`src/rtl/lsp_get_tdist.sv`:
```
// Total weighted LSP distortion L_tdist for one MA-predictor mode (G.729 Qua_Lsp datapath).
// Optional sticky saturation flag port `ovf` when LSP_GET_TDIST_OVF_FLAG_EN is defined.
module lsp_get_tdist #(
  parameter int M   = 10,
  parameter int SFT = 4
) (
  input  logic        clk,
  input  logic        reset,
  input  logic        start,
  input  logic [10:0] bufAddr,
  input  logic [10:0] rbufAddr,
  input  logic [10:0] wegtAddr,
  input  logic [11:0] fgSumAddr,
  input  logic [10:0] tdistAddr,
  input  logic [31:0] memIn,
  input  logic [31:0] constMemIn,
  output logic [10:0] memReadAddr,
  output logic [11:0] constMemAddr,
  output logic [10:0] memWriteAddr,
  output logic [31:0] memOut,
  output logic        memWriteEn,
  output logic [31:0] tdist,
  output logic        done
`ifdef LSP_GET_TDIST_OVF_FLAG_EN
  ,
  output logic        ovf
`endif
);

  typedef enum logic [2:0] {IDLE, RD_BUF, RD_RBUF, RD_WEGT, CALC, WRITE, DONE} state_t;

  localparam int JW = $clog2(M + 1);
  localparam int SW = 32 + SFT;

  state_t             state;
  logic [JW-1:0]      j, jNext;
  logic signed [15:0] bufReg, rbufReg, fgReg, wegtVal;
  logic signed [31:0] acc, accNext;

  logic signed [16:0]   diffWide;
  logic signed [15:0]   diff, tmp, sft;
  logic signed [31:0]   prod, lAcc, shSat, macTerm;
  logic signed [SW-1:0] shWide;
  logic signed [32:0]   sumWide;
  logic                 subSat, multSat, lMultSat, shlSat, macMultSat, addSat;

  // Element term for index j; wegt[j] is consumed straight off the read bus in CALC.
  always_comb begin
    wegtVal  = memIn[15:0];
    jNext    = j + JW'(1);

    diffWide = 17'(bufReg) - 17'(rbufReg);
    subSat   = diffWide[16] != diffWide[15];
    diff     = subSat ? (diffWide[16] ? 16'sh8000 : 16'sh7FFF) : diffWide[15:0];

    prod     = 32'(diff) * 32'(fgReg);
    multSat  = (diff == 16'sh8000) && (fgReg == 16'sh8000);
    tmp      = multSat ? 16'sh7FFF : prod[30:15];

    lMultSat = (wegtVal == 16'sh8000) && (tmp == 16'sh8000);
    lAcc     = lMultSat ? 32'sh7FFFFFFF : (32'(wegtVal) * 32'(tmp)) <<< 1;

    shWide   = SW'(lAcc) <<< SFT;
    shlSat   = (shWide[SW-1:31] != '0) && (shWide[SW-1:31] != '1);
    shSat    = shlSat ? (shWide[SW-1] ? 32'sh80000000 : 32'sh7FFFFFFF) : shWide[31:0];
    sft      = shSat[31:16];

    macMultSat = (sft == 16'sh8000) && (tmp == 16'sh8000);
    macTerm    = macMultSat ? 32'sh7FFFFFFF : (32'(sft) * 32'(tmp)) <<< 1;
    sumWide    = 33'(acc) + 33'(macTerm);
    addSat     = sumWide[32] != sumWide[31];
    accNext    = addSat ? (sumWide[32] ? 32'sh80000000 : 32'sh7FFFFFFF) : sumWide[31:0];
  end

  // NOTE: every register here uses <= so all state updates see pre-edge values.
  always_ff @(posedge clk) begin
    if (reset) begin
      state        <= IDLE;
      j            <= '0;
      acc          <= '0;
      bufReg       <= '0;
      rbufReg      <= '0;
      fgReg        <= '0;
      memReadAddr  <= '0;
      constMemAddr <= '0;
      memWriteAddr <= '0;
      memOut       <= '0;
      memWriteEn   <= 1'b0;
      tdist        <= '0;
      done         <= 1'b0;
`ifdef LSP_GET_TDIST_OVF_FLAG_EN
      ovf          <= 1'b0;
`endif
    end else if ((state == IDLE || state == DONE) && start) begin
      j            <= '0;
      acc          <= '0;
      done         <= 1'b0;
      memReadAddr  <= bufAddr;
      constMemAddr <= fgSumAddr;
      state        <= RD_BUF;
`ifdef LSP_GET_TDIST_OVF_FLAG_EN
      ovf          <= 1'b0;
`endif
    end else begin
      case (state)
        RD_BUF: begin
          memReadAddr <= rbufAddr + 11'(j);
          state       <= RD_RBUF;
        end
        RD_RBUF: begin
          bufReg      <= memIn[15:0];
          fgReg       <= constMemIn[15:0];
          memReadAddr <= wegtAddr + 11'(j);
          state       <= RD_WEGT;
        end
        RD_WEGT: begin
          rbufReg <= memIn[15:0];
          state   <= CALC;
        end
        CALC: begin
          acc <= accNext;
          j   <= jNext;
`ifdef LSP_GET_TDIST_OVF_FLAG_EN
          ovf <= ovf | subSat | multSat | lMultSat | shlSat | macMultSat | addSat;
`endif
          if (jNext == JW'(M)) begin
            memWriteEn   <= 1'b1;
            memWriteAddr <= tdistAddr;
            memOut       <= accNext;
            tdist        <= accNext;
            state        <= WRITE;
          end else begin
            memReadAddr  <= bufAddr + 11'(jNext);
            constMemAddr <= fgSumAddr + 12'(jNext);
            state        <= RD_BUF;
          end
        end
        WRITE: begin
          memWriteEn <= 1'b0;
          done       <= 1'b1;
          state      <= DONE;
        end
        default: ;
      endcase
    end
  end

endmodule

```
`config.mk`:
```
export PLATFORM = sky130hd
export DESIGN_NAME = lsp_get_tdist
export DESIGN_NICKNAME = d
export VERILOG_FILES = /design/src/rtl/lsp_get_tdist.sv
export SDC_FILE = /design/constraint.sdc
export NUM_CORES = 2
export LEC_CHECK = 0
export ABC_CLOCK_PERIOD_IN_PS = 23800
export CAP_MARGIN = 20
export CORE_UTILIZATION = 52
export DETAILED_ROUTE_END_ITERATION = 7
export PLACE_DENSITY = 0.71
export SLEW_MARGIN = 10
export SYNTH_ARGS = -nofsm -noshare
export SYNTH_HDL_FRONTEND = slang
export SYNTH_SLANG_ARGS = --single-unit
```
`constraint.sdc`:
```
create_clock -name clk -period 23.8 [get_ports clk]
set_input_delay 5.95 -clock clk [delete_from_list [all_inputs] [get_ports clk]]
set_output_delay 5.95 -clock clk [all_outputs]
set_load 0.02 [all_outputs]
```
# Yosys cells after proc, flatten, opt, wreduce, memory -nomap -nowiden
# Cells that the tools add are included.
classes:
  add_sub_neg: 7
  multipliers: 3
  n_div: 0
  order_cmp: 0
  eq_ne: 18
  shift: 0
  muxes: 20
  bitwise: 1
  reduce_logical: 20
ops:
  columns: ["operator", "n"]
  rows:
  - ["32-bit two-way mux", 6]
  - ["16-bit by 16-bit multiplier with 31-bit output", 3]
  - ["16-bit equality test (second input constant)", 5]
  - ["16-bit two-way mux", 3]
  - ["12-bit two-way mux", 3]
  - ["11-bit by 4-bit adder with 11-bit output", 3]
  - ["32-bit by 32-bit adder with 33-bit output", 1]
  - ["11-bit case mux with 3 select lines", 1]
  - ["11-bit two-way mux", 2]
  - ["16-bit by 16-bit subtractor with 17-bit output", 1]
  - ["3-bit case mux with 5 select lines", 1]
  - ["12-bit by 4-bit adder with 12-bit output", 1]
  - ["5-bit nonzero test", 2]
  - ["3-bit equality test (second input constant)", 3]
  - ["2-bit AND reduction", 4]
  - ["3-bit by 2-bit equality test with 1-bit output (second input constant)", 2]
  - ["3-bit AND reduction", 2]
  - ["6-bit nonzero test", 1]
  - ["1-bit logical AND", 5]
  - ["5-bit inequality test (second input constant)", 1]
  - ["4-bit by 1-bit adder with 4-bit output (second input constant)", 1]
  - ["4-bit equality test (second input constant)", 1]
  - ["2-bit inequality test (second input constant)", 2]
  - ["2-bit nonzero test", 2]
  - ["other kinds (11)", 13]
totals:
  reg_bits: 155
  latch_bits: 0
  ram_bits: 0
  romBits: 0
  inputBits: 123
  wordCells: 82
  memories: 0

# Logic depth before layout (Yosys ltp)
depth:
  ltp_word: 18
  ltp_mapped: 108

# Worst setup path before layout
# Ideal clock, no wire load.
synth_path:
  path_kind: "register -> register"
  startpoint: "reg bufReg[0]"
  endpoint: "reg tdist[10]"
  setup_time_ns: 0.074
  arrival_time_ns: 22.284
  setup_slack_ns: 1.441
  stages_incl_launch_ff: 91
  path_buffers: 7
  synth_period_minus_slack_ns: 22.359
  path_cell_list: "dfxtp_1 -> inv_1 -> ha_1 -> inv_1 -> fa_1 -> a211oi_1 -> o211ai_1 -> and2_1 -> a211oi_2 -> o21ai_0 -> clkbuf_1 -> maj3_1 -> clkbuf_1 -> and2_1 -> fa_1 -> inv_1 -> fa_1 -> fa_1 -> (+55 left out) -> a211oi_1 -> o31ai_1 -> o21bai_1 -> a21oi_1 -> xor2_1 -> nand2_2 -> ha_1 -> a21o_1 -> a21oi_1 -> nand2_1 -> a211o_1 -> nand4_1 -> mux2i_1 -> nand2_1 -> or2_2 -> clkbuf_1 -> clkbuf_1 -> o21ai_0"
synth_via:
  elab_chain_cells: 18
synth_lines:
  columns: ["element", "line_no", "rtl"]
  rows:
  - ["start: declaration", "37", "logic signed [15:0] bufReg, rbufReg, fgReg, wegtVal;"]
  - ["start signal: assignment", "111", "bufReg <= memIn[15:0];"]
  - ["16-bit by 16-bit subtractor with 17-bit output *", "52", "diffWide = 17'(bufReg) - 17'(rbufReg);"]
  - ["16-bit two-way mux / 1-bit inequality test (equally long branches)", "54, 53", null]
  - ["16-bit two-way mux *", "54", "diff = subSat ? (diffWide[16] ? 16'sh8000 : 16'sh7FFF) : diffWide[15:0];"]
  - ["branches (longest 2 deep; another with 16-bit by 16-bit multiplier with 31-bit output)", null, null]
  - ["16-bit two-way mux *", "58", "tmp = multSat ? 16'sh7FFF : prod[30:15];"]
  - ["branches (longest 8 deep; another with 16-bit by 16-bit multiplier with 31-bit output)", null, null]
  - ["32-bit two-way mux *", "69", "macTerm = macMultSat ? 32'sh7FFFFFFF : (32'(sft) * 32'(tmp)) <<< 1;"]
  - ["32-bit by 32-bit adder with 33-bit output *", "70", "sumWide = 33'(acc) + 33'(macTerm);"]
  - ["32-bit two-way mux / 1-bit inequality test (equally long branches)", "72, 71", null]
  - ["32-bit two-way mux *", "72", "accNext = addSat ? (sumWide[32] ? 32'sh80000000 : 32'sh7FFFFFFF) : sumWide[31:0];"]
  - ["end signal: assignment", "130", "tdist <= accNext;"]
  - ["end: declaration", "22", "output logic [31:0] tdist,"]
# Every way passes the cells marked *.
# A chain may end at the register's enable or synchronous reset.

# Worst setup path in the final report
layout_path:
  startpoint: "reg bufReg[0]"
  endpoint: "reg acc[13]"
layout_via:
  elab_chain_cells: 18
layout_lines:
  columns: ["element", "line_no", "rtl"]
  rows:
  - ["16-bit by 16-bit subtractor with 17-bit output *", "52", null]
  - ["16-bit two-way mux / 1-bit inequality test (equally long branches)", "54, 53", null]
  - ["16-bit two-way mux *", "54", null]
  - ["branches (longest 2 deep; another with 16-bit by 16-bit multiplier with 31-bit output)", null, null]
  - ["16-bit two-way mux *", "58", null]
  - ["branches (longest 8 deep; another with 16-bit by 16-bit multiplier with 31-bit output)", null, null]
  - ["32-bit two-way mux *", "69", null]
  - ["32-bit by 32-bit adder with 33-bit output *", "70", null]
  - ["32-bit two-way mux / 1-bit inequality test (equally long branches)", "72, 71", null]
  - ["32-bit two-way mux *", "72", null]
  - ["end signal: assignment", "121", "acc <= accNext;"]
  - ["end: declaration", "38", "logic signed [31:0] acc, accNext;"]
# Marked as above.

==> results.md <==
* Avg Inst Size Synth at between 8 and 9 um2
* Placer Congestion at ~0.93
* Via count at 31400
* Antenna violations before repair at 7
* Drt first-iter violations at approximately 2200
* Post-layout util at 0.584
* Yosys Warn Count at 0
* EDFF count, synth at 0
* Ys flop type: dfxtp_1
* Worst Hold Class: flip-flop to flip-flop
* Cts bufs inserted at 17
* First-pass GRT wire length at between 150000 and 200000 um
* Met3 usage at 0.0466
* Most frequent cells in the layout: inv_1 (880), fa_1 (770), nand2_1 (649)
* I/O Buffers at 190
* CP Data Required Time at approximately 24 ns
* Worst rel slew slack at 0.187
* CP peak stage delay at approximately 0.57 ns
* Die width at roughly 280 um
* Fmax achieved at between 40 and 50 MHz
* CP max-delay cell: fa_1
* Gr ovfl total at 0
* Crit-path max FO at 17
* Final max-slew violation count at 0
* Vias in the first global route at 32500
* Status: finished clean
* Synth cell types at 92
* Most common cell after layout, fill and taps aside: inv_1
* Final Hold Fails at 0
* Final setup viols at 0
* Clock Latency Late Sink at around 0.45 ns
* Layout cells sized above 1 at 0.0669
* CTS max path bufs at 2
* Crit share post-route at 0.961
* Max-capacitance violation count at 0
* Post-DRT Antenna Nets at 0
* Cells after DPL at 5694
* Avg Vias per Cell at 5.47
* Routed WL at just over 100000 um
* Fin crit period at approximately 23 ns
* Gr usage total at 0.278
* Grt met2 use at 0.468
* Drt drc at 0
* # rows at 100
* Full die area at 76200 um2
* WS Path Type: flip-flop to flip-flop
* Synth-to-Final Area Change at 11.2%
* Clock Skews at 0.0149 ns
* Final HPWL DP at between 80000 and 90000 um
* Starting density of the core at 0.525
* Worst setup SP type: flip-flop
* Critical path arrival at ~23 ns
* Hold-fix buffers, CTS at 0
* Core area at 74300 um2
* Largest net degree at the start of global routing at 93
* Post-route insts no fill at 5739
* Sequential area share after synthesis at 0.0795
* Mapped cell area at ~39000 um2
* Die height at 276 um
* CTS Sinks at between 150 and 200
* Met1 Usage GRT at 0.373
* Root buf cell: clkbuf_16
* Fraction of registers with async set/reset at 0
* Syn Inst Count at around 4600
* Clock Pin Slew Worst Setup and Hold Paths at about 0.07 ns
* CTS tree: yes
* Mapped Nets at roughly 5800
* Post-detailed-route wirelength per cell at approximately 18 um
* IO Pins at 223
* Fillers at around 6700
* Pre-Repair DR Iteration Count at 6
* Layer with the highest usage: met2
* Synth Register Bits at around 160
* Most common cell on crit path: fa_1
* H-tree levels at 4
* # nets final at 5948
* Setup crit end kind: flip-flop
* ANT cells at 0
* Slew @ Worst Pin at 1.22 ns
Yosys cell counts (71+ instances only):
cell type / count / area share
inv_1: 880 / 0.085
fa_1: 771 / 0.40
nand2_1: 651 / 0.063
ha_1: 297 / 0.095
nor2_1: 283 / 0.027
and2_1: 209 / 0.033
a21oi_1: 194 / 0.025
clkbuf_1: 169 / 0.016
dfxtp_1: 155 / 0.079
o21ai_0: 122 / 0.016
xnor2_1: 94 / 0.021
nor2b_1: 71 / 0.011
timing repair:
| action | 4_1_cts | 5_1_grt |
|---|---|---|
| cloned | 0 | 3 |
| hold endpoints to repair | 0 | 0 |
| gates resized for setup | 5 | 55 |
| setup endpoints to repair | 38 | 64 |
| pin swaps | 0 | 8 |
| buffers inserted | 0 | 9 |
area by class of cell:
type                            count  area, um2  share of cell area
Sequential cell                   155       3100              0.0715
Tap cell                          969       1210              0.0279
Inverter                          881       3310              0.0762
Clock inverter                     15        204             0.00470
Clock buffer                       17        425             0.00980
Multi-Input combinational cell   3334      31800               0.734
Timing Repair Buffer              368       3310              0.0762
registers in the layout, summed over array words and instances, names as in the netlist:
register and cells:
constMemAddr 12, bufReg 16, state 3, rbufReg 16, fgReg 16, memWriteEn 1, tdist 32, memWriteAddr 11
acc 32, memReadAddr 11, j 4, done 1
cell families (layout without fill, tap and decap cells):
group                      count (synthesis)  count (layout)  synth area share
buffers and inverters                   1114            1281             0.112
adders and majority gates               1073            1073             0.492
xor gates and xnor gates                 138             138            0.0310
DFF                                      155             155            0.0795
AOI/OAI and AO/OA                        617             617             0.102
and+or+nand+nor                         1478            1479             0.177
muxes                                     27              27           0.00715
critical path, delay by kind of cell, from the launching register on:
kind | cells | cell delay (ns)
AO/OA/AOI/OAI | 31 | 6.31
XOR/XNOR | 1 | 0.17
adder cells (fa/ha/maj) | 25 | 10.80
buffers and inverters | 23 | 2.65
flip-flops | 1 | 0.31
multiplexers | 1 | 0.12
AND/OR/NAND/NOR | 15 | 2.34
path summary, 6_finish.rpt:
path | from | slack, ns | cells after the start | end
worst max-delay path | bufReg[0] | 0.93 | 96 | acc[13]
worst min register to register | memReadAddr[4] | 0.46 | 2 | memReadAddr[4]
worst min-delay path | memReadAddr[4] | 0.46 | 2 | memReadAddr[4]
worst max register to register | bufReg[0] | 0.93 | 96 | acc[13]
per-stage QoR:
step           cell area, um2  hold WS [ns]  TNS (ns)  setup slack, ns
6_report                43400         0.455         0            0.934
5_1_grt                 43400         0.475     -6.31           -0.178
4_1_cts                 43100         0.454         0            0.105
3_5_place_dp            42500         0.446    -0.577          -0.0461
3_3_place_gp            42500         0.439    -0.685          -0.0414
2_1_floorplan           39000         0.432         0             1.44
metal layers:
| metal | share of wire | wire length [um] |
|---|---|---|
| met5 | 0.00080 | 81 |
| met1 | 0.41 | 42100 |
| met3 | 0.076 | 7690 |
| met4 | 0.025 | 2560 |
| met2 | 0.48 | 49200 |
Power is not shown: default switching activity piles up to over one toggle a cycle in this logic, so the estimate is an artifact.
